`src/rtl/booth_div_32x16_seq.sv`:
```
// booth_div_32x16_seq: iterative radix-2 restoring divider, 32-bit dividend by 16-bit divisor.
// Produces one quotient bit per cycle and applies the signs in a final fix-up cycle.
module booth_div_32x16_seq #(
    parameter int ITER = 32
) (
    input  logic        clk,
    input  logic        rst,
    input  logic        v_in,
    output logic        ready,
    input  logic [31:0] n,
    input  logic [15:0] d,
    input  logic [1:0]  sm,
    output logic [31:0] q,
    output logic [16:0] r,
    output logic        div0,
    output logic        ovf,
    output logic        v_out
);
    typedef enum logic [1:0] {ST_IDLE, ST_PREP, ST_ITER, ST_FIX} state_t;

    state_t      state_q, state_d;
    logic [31:0] n_q, n_d, dvd_q, dvd_d, q_q, q_d;
    logic [15:0] d_q, d_d, dmag_q, dmag_d;
    logic [1:0]  sm_q, sm_d;
    logic [16:0] rem_q, rem_d, r_q, r_d, rs;
    logic [4:0]  cnt_q, cnt_d;
    logic        qneg_q, qneg_d, rneg_q, rneg_d, dz_q, dz_d;
    logic        div0_q, div0_d, ovf_q, ovf_d, v_out_q, v_out_d;
    logic [17:0] sh, diff;
    logic [31:0] qs;
    logic        n_neg, d_neg;

    always_comb begin
        state_d = state_q;
        n_d     = n_q;
        d_d     = d_q;
        sm_d    = sm_q;
        dvd_d   = dvd_q;
        dmag_d  = dmag_q;
        rem_d   = rem_q;
        cnt_d   = cnt_q;
        qneg_d  = qneg_q;
        rneg_d  = rneg_q;
        dz_d    = dz_q;
        q_d     = q_q;
        r_d     = r_q;
        div0_d  = div0_q;
        ovf_d   = ovf_q;
        v_out_d = 1'b0;
        n_neg   = sm_q[1] & n_q[31];
        d_neg   = sm_q[0] & d_q[15];
        // 18-bit trial so the borrow is visible even when the shifted remainder uses all 17 bits
        sh      = {rem_q, dvd_q[31]};
        diff    = sh - {2'b00, dmag_q};
        qs      = qneg_q ? -dvd_q : dvd_q;
        rs      = rneg_q ? -rem_q : rem_q;
        case (state_q)
            ST_IDLE: begin
                if (v_in) begin
                    n_d     = n;
                    d_d     = d;
                    sm_d    = sm;
                    state_d = ST_PREP;
                end
            end
            ST_PREP: begin
                dvd_d   = n_neg ? -n_q : n_q;
                dmag_d  = d_neg ? -d_q : d_q;
                qneg_d  = n_neg ^ d_neg;
                rneg_d  = n_neg;
                dz_d    = d_q == 16'd0;
                rem_d   = 17'd0;
                cnt_d   = 5'd0;
                state_d = ST_ITER;
            end
            ST_ITER: begin
                rem_d   = diff[17] ? sh[16:0] : diff[16:0];
                dvd_d   = {dvd_q[30:0], ~diff[17]};
                cnt_d   = cnt_q + 5'd1;
                state_d = cnt_q == 5'(ITER - 1) ? ST_FIX : ST_ITER;
            end
            default: begin
                q_d     = dz_q ? 32'hFFFF_FFFF : qs;
                r_d     = dz_q ? {sm_q[1] & n_q[15], n_q[15:0]} : rs;
                div0_d  = dz_q;
                // a negative quotient may reach -2^31, a positive one only 2^31-1
                ovf_d   = ~dz_q & (sm_q != 2'b00) & (qneg_q ? dvd_q > 32'h8000_0000 : dvd_q[31]);
                v_out_d = 1'b1;
                state_d = ST_IDLE;
            end
        endcase
    end

    always_ff @(posedge clk or posedge rst) begin
        if (rst) begin
            state_q <= ST_IDLE;
            n_q     <= '0;
            d_q     <= '0;
            sm_q    <= '0;
            dvd_q   <= '0;
            dmag_q  <= '0;
            rem_q   <= '0;
            cnt_q   <= '0;
            qneg_q  <= 1'b0;
            rneg_q  <= 1'b0;
            dz_q    <= 1'b0;
            q_q     <= '0;
            r_q     <= '0;
            div0_q  <= 1'b0;
            ovf_q   <= 1'b0;
            v_out_q <= 1'b0;
        end else begin
            state_q <= state_d;
            n_q     <= n_d;
            d_q     <= d_d;
            sm_q    <= sm_d;
            dvd_q   <= dvd_d;
            dmag_q  <= dmag_d;
            rem_q   <= rem_d;
            cnt_q   <= cnt_d;
            qneg_q  <= qneg_d;
            rneg_q  <= rneg_d;
            dz_q    <= dz_d;
            q_q     <= q_d;
            r_q     <= r_d;
            div0_q  <= div0_d;
            ovf_q   <= ovf_d;
            v_out_q <= v_out_d;
        end
    end

    assign ready = state_q == ST_IDLE;
    assign q     = q_q;
    assign r     = r_q;
    assign div0  = div0_q;
    assign ovf   = ovf_q;
    assign v_out = v_out_q;
endmodule

```
`config.mk`:
```
export PLATFORM = sky130hd
export DESIGN_NAME = booth_div_32x16_seq
export DESIGN_NICKNAME = d
export VERILOG_FILES = /design/src/rtl/booth_div_32x16_seq.sv
export SDC_FILE = /design/constraint.sdc
export NUM_CORES = 1
export LEC_CHECK = 0
export ABC_AREA = 1
export CELL_PAD_IN_SITES_DETAIL_PLACEMENT = 0
export CELL_PAD_IN_SITES_GLOBAL_PLACEMENT = 2
export CORE_ASPECT_RATIO = 0.75
export CORE_MARGIN = 4
export CORE_UTILIZATION = 30
export DETAILED_ROUTE_END_ITERATION = 8
export HOLD_SLACK_MARGIN = 0.12
export PLACE_DENSITY = 0.84
export SLEW_MARGIN = 40
export SYNTH_ARGS = -nofsm -noshare
export SYNTH_HDL_FRONTEND = slang
export SYNTH_SLANG_ARGS = --single-unit
```
`constraint.sdc`:
```
create_clock -name clk -period 5.7 [get_ports clk]
set_input_delay 1.14 -clock clk [delete_from_list [all_inputs] [get_ports clk]]
set_output_delay 1.14 -clock clk [all_outputs]
set_load 0.02 [all_outputs]
```
==> results.sh, run 1 <==
export IMPL_synthArstFlopShare_pct=100
export IMPL_rsz0062_at_grt="false"
export IMPL_wire_per_inst_microns=17.9
export IMPL_drc=0
export IMPL_hp_class="register to register"
export IMPL_cts_root_buf="clkbuf_16"
export IMPL_path_buf_inv=3
export IMPL_rrSetupSlack_ns=2.31
export IMPL_ant_nets=0
export IMPL_reg2reg_depth=6
export IMPL_synth_area_sq_um=11100
export IMPL_coreArea_sq_um=36100
export IMPL_peakVddDrop_uv=203
export IMPL_clkLatencyLatePin_ns=0.46
export IMPL_worst_pin_slew_ns=0.752
export IMPL_timing_final_max_slew_violations=0
export IMPL_nets=1678
export IMPL_p_total_mw=9.12
export IMPL_die_y_microns=174
export IMPL_grt_first_pass_wirelength_mm=58.9
export IMPL_yosysWarnings=0
export IMPL_post_cts_buffers=0
export IMPL_drive_gt1_share_pct=6.02
export IMPL_required_ns=6.06
export IMPL_antenna_cells=0
export IMPL_top_usage_layer="met1"
export IMPL_crit_slowest_cell="nor2_2"
export IMPL_netlist_instances=1522
export IMPL_seq_area_frac_synth_pct=40.0
export IMPL_initial_core_util_pct=30.6
export IMPL_htreeDepth=4
export IMPL_worstPathArrival_ns=3.74
export IMPL_power_density_nw_per_um2=693
export IMPL_status="completed"
export IMPL_cpLargestDelayFamily="buffers and inverters"
export IMPL_met2_usage_pct=23.5
export IMPL_dpl_hpwl_mm=29.1
export IMPL_routed_wl_mm=37.6
export IMPL_io_pin_count=106
export IMPL_vias_per_cell=4.94
export IMPL_cts_sinks=177
export IMPL_cts_buffers=17
export IMPL_r2r_start="state_q[1]"
export IMPL_first_pass_iters=5
export IMPL_num_fill_cells=3851
export IMPL_grt_max_degree=98
export IMPL_synth_main_ff_cell="dfrtp_1"
export IMPL_grt_ovfl_total=0
export IMPL_numPortBuffers=105
export IMPL_dieArea_sq_um=40100
export IMPL_crit_type="register to register"
export IMPL_num_rows=60
export IMPL_first_iter_violations=751
export IMPL_syn_nets=1602
export IMPL_cap_violations=0
export IMPL_gp_congestion=0.925
export IMPL_slew_headroom_pct=49.8
export IMPL_vias=10400
export IMPL_r2r_end="dvd_q[0]"
export IMPL_antenna_found_initial=0
export IMPL_clock_fmax_mhz=295
export IMPL_syn2layout_area_growth_pct=18.9
export IMPL_path_clk_slew_ns=0.07
export IMPL_timing_final_crit_share_pct=59.4
export IMPL_grt_total_usage_pct=18.9
export IMPL_finalSetupTns_ns=0
export IMPL_ys_ff_latch=177
export IMPL_skew_ns=0.0106
export IMPL_finalSetupViolCount=0
export IMPL_syn_area_per_cell_sq_um=7.27
export IMPL_cts_tree="built"
export IMPL_leakage_nw=6.22
export IMPL_worst_path_stages=6
export IMPL_synth_edf_count=0
export IMPL_fp_dieW_microns=230
export IMPL_hold_buffers=0
export IMPL_path_cells="inv_1 > ha_2 > inv_2 > nor2_2 > clkinv_1 > o211ai_1"
export IMPL_grt_pass1_vias=9948
export IMPL_clockBufferDepth=2
export IMPL_layout_common_cells="376 x nand2_1, 183 x inv_1, 177 x dfrtp_1, 171 x nor2_1, 153 x nand3_1"
export IMPL_cts_resized=0
export IMPL_final_common_cell="nand2_1"
export IMPL_use_met1_pct=31.2
export IMPL_finalCriticalPeriod_ns=3.39
export IMPL_finalHoldViolCount=0
export IMPL_path_max_fanout=31
export IMPL_critPathLaunch="state_q[1]"
export IMPL_worstSetupEndpointType="register"
export IMPL_met3_usage_pct=5.14
export IMPL_synth_distinct_cells=47
export IMPL_max_stage_delay_ns=0.68
export IMPL_crit_path_end="dvd_q[0]"
export IMPL_cp_start_kind="register"
[report_power, final]
part / leakage (nW) / switching (mW) / total (mW) / internal, mW
sequential: 2.13 / 0.658 / 2.52 / 1.86
clock: 0.255 / 0.537 / 1.11 / 0.571
combinational: 3.84 / 3.60 / 5.49 / 1.89
[synth_stat cells (2+ instances only)]
cell type  instances  area, sq um
nand2_1          378         1420
inv_1            186          698
dfrtp_1          177         4430
nor2_1           171          642
nand3_1          153          766
a21oi_1           84          420
o21ai_0           57          285
clkbuf_1          44          165
xor2_1            36          315
ha_1              26          325
nand4_1           21          131
o22ai_1           20          125
nor3_1            19         95.1
a31oi_1           17          106
o221ai_1          15          131
mux2_2            13          146
o21bai_1          12         90.1
nand3_2            9         90.1
xnor2_1            8         70.1
nand2_2            6         37.5
nand3b_1           6         45.0
clkinv_1           5         18.8
nor2_2             5         31.3
o211ai_1           5         37.5
and2_1             4         25.0
nand2_4            4         45.0
o32ai_1            4         35.0
or2_2              4         25.0
buf_1              3         11.3
buf_6              3         33.8
inv_2              3         11.3
nor2_4             3         33.8
nor4_1             3         18.8
buf_2              2         10.0
buf_4              2         15.0
nand4_4            2         42.5
o31ai_1            2         15.0
[worst register-to-register path, cell delays in order, from the launching register on]
cell and delay, ns:
dfrtp_1 0.43, inv_1 0.11, ha_2 0.66, inv_2 0.40, nor2_2 0.68, clkinv_1 0.66, o211ai_1 0.35
[worst min-delay path by stage]
stage,startpoint,endpoint,slack (ns),cells past startpoint
after floorplan,dmag_q[11],dmag_q[11],0.45,2
after global placement,r[8],r[8],0.47,2
after detailed placement,r[8],r[8],0.47,2
after CTS,r[8],r[8],0.48,2
after global routing,r[8],r[8],0.50,2
final,r[8],r[8],0.48,2
[cell type report]
type | count | area, sq um | area share (%)
Clock buffer | 20 | 447 | 3.39
Clock inverter | 11 | 83.8 | 0.637
Inverter | 194 | 733 | 5.57
Multi-Input combinational cell | 1096 | 5690 | 43.3
Sequential cell | 177 | 4430 | 33.7
Tap cell | 496 | 621 | 4.71
Timing Repair Buffer | 112 | 1160 | 8.78
[registers in the layout, summed over array words and instances (netlist names), 5 cells and up]
| signal | cells |
|---|---|
| cnt_q | 5 |
| d_q | 16 |
| dmag_q | 16 |
| dvd_q | 32 |
| n_q | 32 |
| q | 32 |
| r | 17 |
| rem_q | 17 |
[routing by layer]
metal / part of all wire (%) / wire (microns) / up-vias
met3: 8.1 / 3070 / 24
met1: 54 / 20200 / 4947
met4: 1.2 / 465 / 0
met2: 37 / 13900 / 313
li1: - / - / 5121
met5: 0 / 0 / -
[metrics by stage]
stage / area, sq um / std cells / hold WS, ns / setup WS (ns) / util (%)
after global placement: 12600 / 2073 / 0.467 / 1.90 / 34.8
after CTS: 13200 / 2106 / 0.484 / 1.98 / 36.4
after floorplan: 11100 / 1522 / 0.449 / 2.29 / -
final: 13200 / 2106 / 0.483 / 2.31 / 36.5
after global routing: 13200 / 2106 / 0.500 / 1.96 / 36.5
after detailed placement: 12600 / 2075 / 0.465 / 2.03 / 35.0
[cell families after synthesis]
logic type	share of synthesized area, %
and+or+nand+nor	31.5
buffers and inverters	8.84
xor gates and xnor gates	3.48
AOI/OAI and AO/OA	11.7
adders and majority gates	3.12
muxes	1.32
DFF	40.0
(Power assumes the default switching activity.)
==> inputs of run 2 (changes only) <==
CORE_UTILIZATION = 33   (was 30)
PLACE_DENSITY = 0.87   (was 0.84)
clock period = 3.45 ns   (was 5.7 ns; I/O delays follow)
==> results.sh, run 2 (synthesized netlist as in run 1, its figures left out) <==
export IMPL_vias=10400
export IMPL_final_common_cell="nand2_1"
export IMPL_cts_tree="built"
export IMPL_grt_first_pass_wirelength_mm=59.2
export IMPL_max_stage_delay_ns=0.67
export IMPL_grt_max_degree=79
export IMPL_first_pass_iters=5
export IMPL_path_buf_inv=2
export IMPL_status="completed"
export IMPL_initial_core_util_pct=33.8
export IMPL_leakage_nw=6.27
export IMPL_cpLargestDelayFamily="buffers and inverters"
export IMPL_dieArea_sq_um=36600
export IMPL_coreArea_sq_um=32700
export IMPL_antenna_found_initial=0
export IMPL_finalHoldViolCount=0
export IMPL_cts_root_buf="clkbuf_16"
export IMPL_antenna_cells=0
export IMPL_cts_resized=0
export IMPL_gp_congestion=0.886
export IMPL_timing_final_max_slew_violations=0
export IMPL_wire_per_inst_microns=18.2
export IMPL_layout_common_cells="377 x nand2_1, 184 x inv_1, 177 x dfrtp_1, 171 x nor2_1, 153 x nand3_1"
export IMPL_clock_fmax_mhz=376
export IMPL_finalSetupTns_ns=0
export IMPL_finalInstanceArea_sq_um=13100
export IMPL_p_total_mw=15.2
export IMPL_drive_gt1_share_pct=6.42
export IMPL_required_ns=2.76
export IMPL_hold_worst_slack_ns=0.485
export IMPL_ant_nets=0
export IMPL_path_cells="inv_1 > ha_1 > clkdlybuf4s50_1"
export IMPL_first_iter_violations=1022
export IMPL_io_pin_count=106
export IMPL_register_area_sq_um=4430
export IMPL_slew_headroom_pct=47.8
export IMPL_fp_dieW_microns=219
export IMPL_crit_type="register to output pin"
export IMPL_htreeDepth=4
export IMPL_grt_pass1_vias=9927
export IMPL_rsz0062_at_grt="false"
export IMPL_cts_sinks=177
export IMPL_peakVddDrop_uv=490
export IMPL_nets=1690
export IMPL_dpl_hpwl_mm=28.9
export IMPL_crit_slowest_cell="clkdlybuf4s50_1"
export IMPL_path_clk_slew_ns=0.06
export IMPL_cp_start_kind="register"
export IMPL_path_max_fanout=4
export IMPL_numPortBuffers=105
export IMPL_grt_ovfl_total=0
export IMPL_syn2layout_area_growth_pct=18.8
export IMPL_cap_violations=0
export IMPL_post_cts_buffers=0
export IMPL_drc=0
export IMPL_worstPathArrival_ns=1.97
export IMPL_timing_final_crit_share_pct=77.0
export IMPL_cts_buffers=17
export IMPL_num_rows=57
export IMPL_worst_pin_slew_ns=0.774
export IMPL_critPathLaunch="state_q[0]"
export IMPL_multi_input_area_sq_um=5680
export IMPL_clkLatencyLatePin_ns=0.45
export IMPL_hold_buffers=0
export IMPL_hp_class="register to register"
export IMPL_power_density_nw_per_um2=1150
export IMPL_finalSetupViolCount=0
export IMPL_grt_total_usage_pct=20.9
export IMPL_die_y_microns=167
export IMPL_routed_wl_mm=37.5
export IMPL_finalCriticalPeriod_ns=2.66
export IMPL_r2r_start="sm_q[1]"
export IMPL_skew_ns=0.0129
export IMPL_worstHoldStart="q[22]"
export IMPL_num_fill_cells=3420
export IMPL_worstSetupEndpointType="output pin"
export IMPL_placed_area_sq_um=12600
export IMPL_clockBufferDepth=2
export IMPL_vias_per_cell=5.05
## run 2: changes by cell type in the layout (fill, tap and decap cells not counted), sizes merged
cell    delta
buf       +12
clkinv     +4
inv        -4
clkbuf     -2
bufinv     +1
## run 2: worst paths after layout
| kind | slack (ns) | to | depth (start not counted) |
|---|---|---|---|
| setup / recovery | 0.79 | ready | 3 |
| max in group asynchronous | 2.15 | r[7] | 4 |
| setup reg to reg | 0.91 | dvd_q[6] | 6 |
| min in group asynchronous | 0.58 | r[10] | 2 |
| hold reg to reg | 0.49 | q[22] | 2 |
| hold / removal | 0.49 | q[22] | 2 |
## run 2: area by class of cell
type,count,area share (%)
clock inverters,12,0.733
well taps,442,4.21
repair buffers,124,9.36
clock buffers,18,3.26
flip-flops and latches,177,33.7
inverters,194,5.57
multi-input cells,1096,43.2
## run 2: layer usage
layer,up-vias,global-route usage [%],share of wire [%]
li1,5141,-,-
met1,4922,33.5,52
met2,325,26.8,38
met3,28,6.05,8.4
met4,0,5.25,1.5
met5,-,0,0
## run 2: report_power, final
part / switching (mW) / internal (mW) / total (mW)
logic: 6.08 / 3.17 / 9.25
clock network: 0.861 / 0.975 / 1.84
registers: 1.01 / 3.08 / 4.09
## run 2: through the flow
stage	std cells	util (%)	setup WS, ns
final	2063	40.2	0.793
after global placement	2032	38.5	1.07
after CTS	2063	40.1	0.844
after detailed placement	2033	38.5	1.00
after global routing	2063	40.2	0.709
after floorplan	1522	-	0.493
## run 2: worst register-to-register path, stage by stage, from the launching register on
cell and delay, ns:
dfrtp_1 0.44, nand2_1 0.37, clkinv_1 0.40, buf_4 0.34, nand2_1 0.11, xor2_1 0.52
o221ai_1 0.21
==> inputs of run 3 (changes only) <==
CORE_UTILIZATION = 30   (was 33)
PLACE_DENSITY = 0.84   (was 0.87)
clock period = 2.3 ns   (was 3.45 ns; I/O delays follow)
==> results.sh, run 3 (synthesized netlist as in run 1, its figures left out) <==
export IMPL_vias=10600
export IMPL_worst_slack_ns=0.186
export IMPL_cts_buffers=17
export IMPL_slew_headroom_pct=51.2
export IMPL_finalHoldViolCount=0
export IMPL_cts_tree="built"
export IMPL_status="completed"
export IMPL_num_rows=60
export IMPL_ant_nets=0
export IMPL_gp_congestion=0.916
export IMPL_fp_dieW_microns=230
export IMPL_grt_total_usage_pct=19.2
export IMPL_dieArea_sq_um=40100
export IMPL_hold_depth=2
export IMPL_hp_class="register to register"
export IMPL_first_pass_iters=5
export IMPL_place_ws_ns=0.142
export IMPL_grt_max_degree=42
export IMPL_crit_type="register to register"
export IMPL_power_density_nw_per_um2=1740
export IMPL_r2r_end="rem_q[12]"
export IMPL_wire_per_inst_microns=17.8
export IMPL_leakage_nw=6.55
export IMPL_r2r_start="rem_q[6]"
export IMPL_grt_first_pass_wirelength_mm=59.9
export IMPL_path_cells="ha_1 > nand2_2 > inv_2 > nand2_1 > nand2_1 > inv_2 > nand2_1 > nand2_4 > nand3_4 > nand2_8 > nand3_1 > nand3_1 > nand2_1"
export IMPL_worst_pin_slew_ns=0.731
export IMPL_rsz0062_at_grt="false"
export IMPL_initial_core_util_pct=30.6
export IMPL_placed_cells=2126
export IMPL_cpMostUsedCell="nand2_1"
export IMPL_clock_fmax_mhz=473
export IMPL_antenna_cells=0
export IMPL_clkLatencyLatePin_ns=0.45
export IMPL_routed_wl_mm=38.5
export IMPL_cts_root_buf="clkbuf_16"
export IMPL_timing_final_max_slew_violations=0
export IMPL_numPortBuffers=105
export IMPL_finalInstanceArea_sq_um=13700
export IMPL_drive_gt1_share_pct=8.78
export IMPL_vias_per_cell=4.92
export IMPL_rrSetupSlack_ns=0.19
export IMPL_dpl_hpwl_mm=30.3
export IMPL_cap_violations=0
export IMPL_final_common_cell="nand2_1"
export IMPL_nets=1731
export IMPL_antenna_found_initial=0
export IMPL_cp_start_kind="register"
export IMPL_worstPathArrival_ns=2.46
export IMPL_grt_pass1_vias=10000
export IMPL_cpLargestDelayFamily="simple AND/OR/NAND/NOR gates"
export IMPL_worstSetupEndpointType="register"
export IMPL_finalSetupTns_ns=0
export IMPL_worstHoldStart="q[30]"
export IMPL_required_ns=2.65
export IMPL_coreArea_sq_um=36100
export IMPL_placed_area_sq_um=13100
export IMPL_path_buf_inv=2
export IMPL_max_stage_delay_ns=0.45
export IMPL_clockBufferDepth=2
export IMPL_skew_ns=0.0120
export IMPL_timing_final_crit_share_pct=91.9
export IMPL_drc=0
export IMPL_die_y_microns=174
export IMPL_finalCriticalPeriod_ns=2.11
export IMPL_io_pin_count=106
export IMPL_hold_buffers=0
export IMPL_grt_ovfl_total=0
export IMPL_syn2layout_area_growth_pct=24.2
export IMPL_finish_cell_count_without_fillers=2159
export IMPL_cts_sinks=177
export IMPL_crit_slowest_cell="dfrtp_1"
export IMPL_first_iter_violations=1051
export IMPL_htreeDepth=4
export IMPL_hold_path_end="q[30]"
export IMPL_path_clk_slew_ns=0.07
export IMPL_peakVddDrop_uv=730
export IMPL_reg2reg_depth=13
export IMPL_path_max_fanout=18
export IMPL_layout_common_cells="377 x nand2_1, 185 x inv_1, 177 x dfrtp_1, 171 x nor2_1, 152 x nand3_1"
export IMPL_finalSetupViolCount=0
run 3: final cells by class:
type,count,area [sq um]
Sequential cell,177,4430
Clock buffer,19,443
Tap cell,496,621
Timing Repair Buffer,165,1680
Multi-Input combinational cell,1096,5690
Inverter,194,732
Clock inverter,12,158
Fill cell,3836,22400
run 3: repair_timing:
| item | CTS | global route |
|---|---|---|
| pin swaps | 0 | 1 |
| gates cloned | 0 | 0 |
| gates resized for setup | 1 | 3 |
| buffers inserted | 0 | 2 |
| endpoints found under the setup margin | 1 | 12 |
| hold endpoints to repair | 0 | 0 |
run 3: worst max path at each step:
stage | startpoint | endpoint | slack (ns) | cells after the start
CTS | rem_q[6] | rem_q[4] | 0.12 | 13
detailed placement | rem_q[6] | rem_q[12] | 0.14 | 13
floorplan | rst | cnt_q[0] | -0.43 | 1
global route | rem_q[6] | r[13] | 0.02 | 8
global placement | rem_q[11] | rem_q[11] | 0.19 | 11
finish | rem_q[6] | rem_q[12] | 0.19 | 13
run 3: metrics by stage:
step / hold WS (ns) / total power, mW / utilization (%)
final: 0.486 / 24.0 / 38.1
after global routing: 0.483 / 25.9 / 38.1
after CTS: 0.462 / 23.8 / 37.9
after detailed placement: 0.470 / 20.6 / 36.3
after global placement: 0.466 / 20.6 / 36.3
after floorplan: 0.449 / 15.3 / -
run 3: where the power goes:
group          internal (mW)  leakage [nW]  switching [mW]
Clock                   1.74         0.286            1.36
Combinational           5.36          4.14            9.48
Sequential              4.62          2.13            1.41
Total                   11.7          6.55            12.2
run 3: metal layers:
layer  up-vias  share of wire (%)  global-route usage (%)
li1       5228                  -                       -
met1      5026                 52                    30.7
met2       329                 38                    25.2
met3        29                8.0                    4.91
met4         0                1.4                    4.51
met5         -                  0                       0
run 3: worst register-to-register path, delay by kind of cell (launching register included):
family / cells / cell delay (ns)
adder cells (fa/ha/maj): 1 / 0.37
flip-flops: 1 / 0.45
AND/OR/NAND/NOR: 10 / 1.07
buffers and inverters: 2 / 0.12
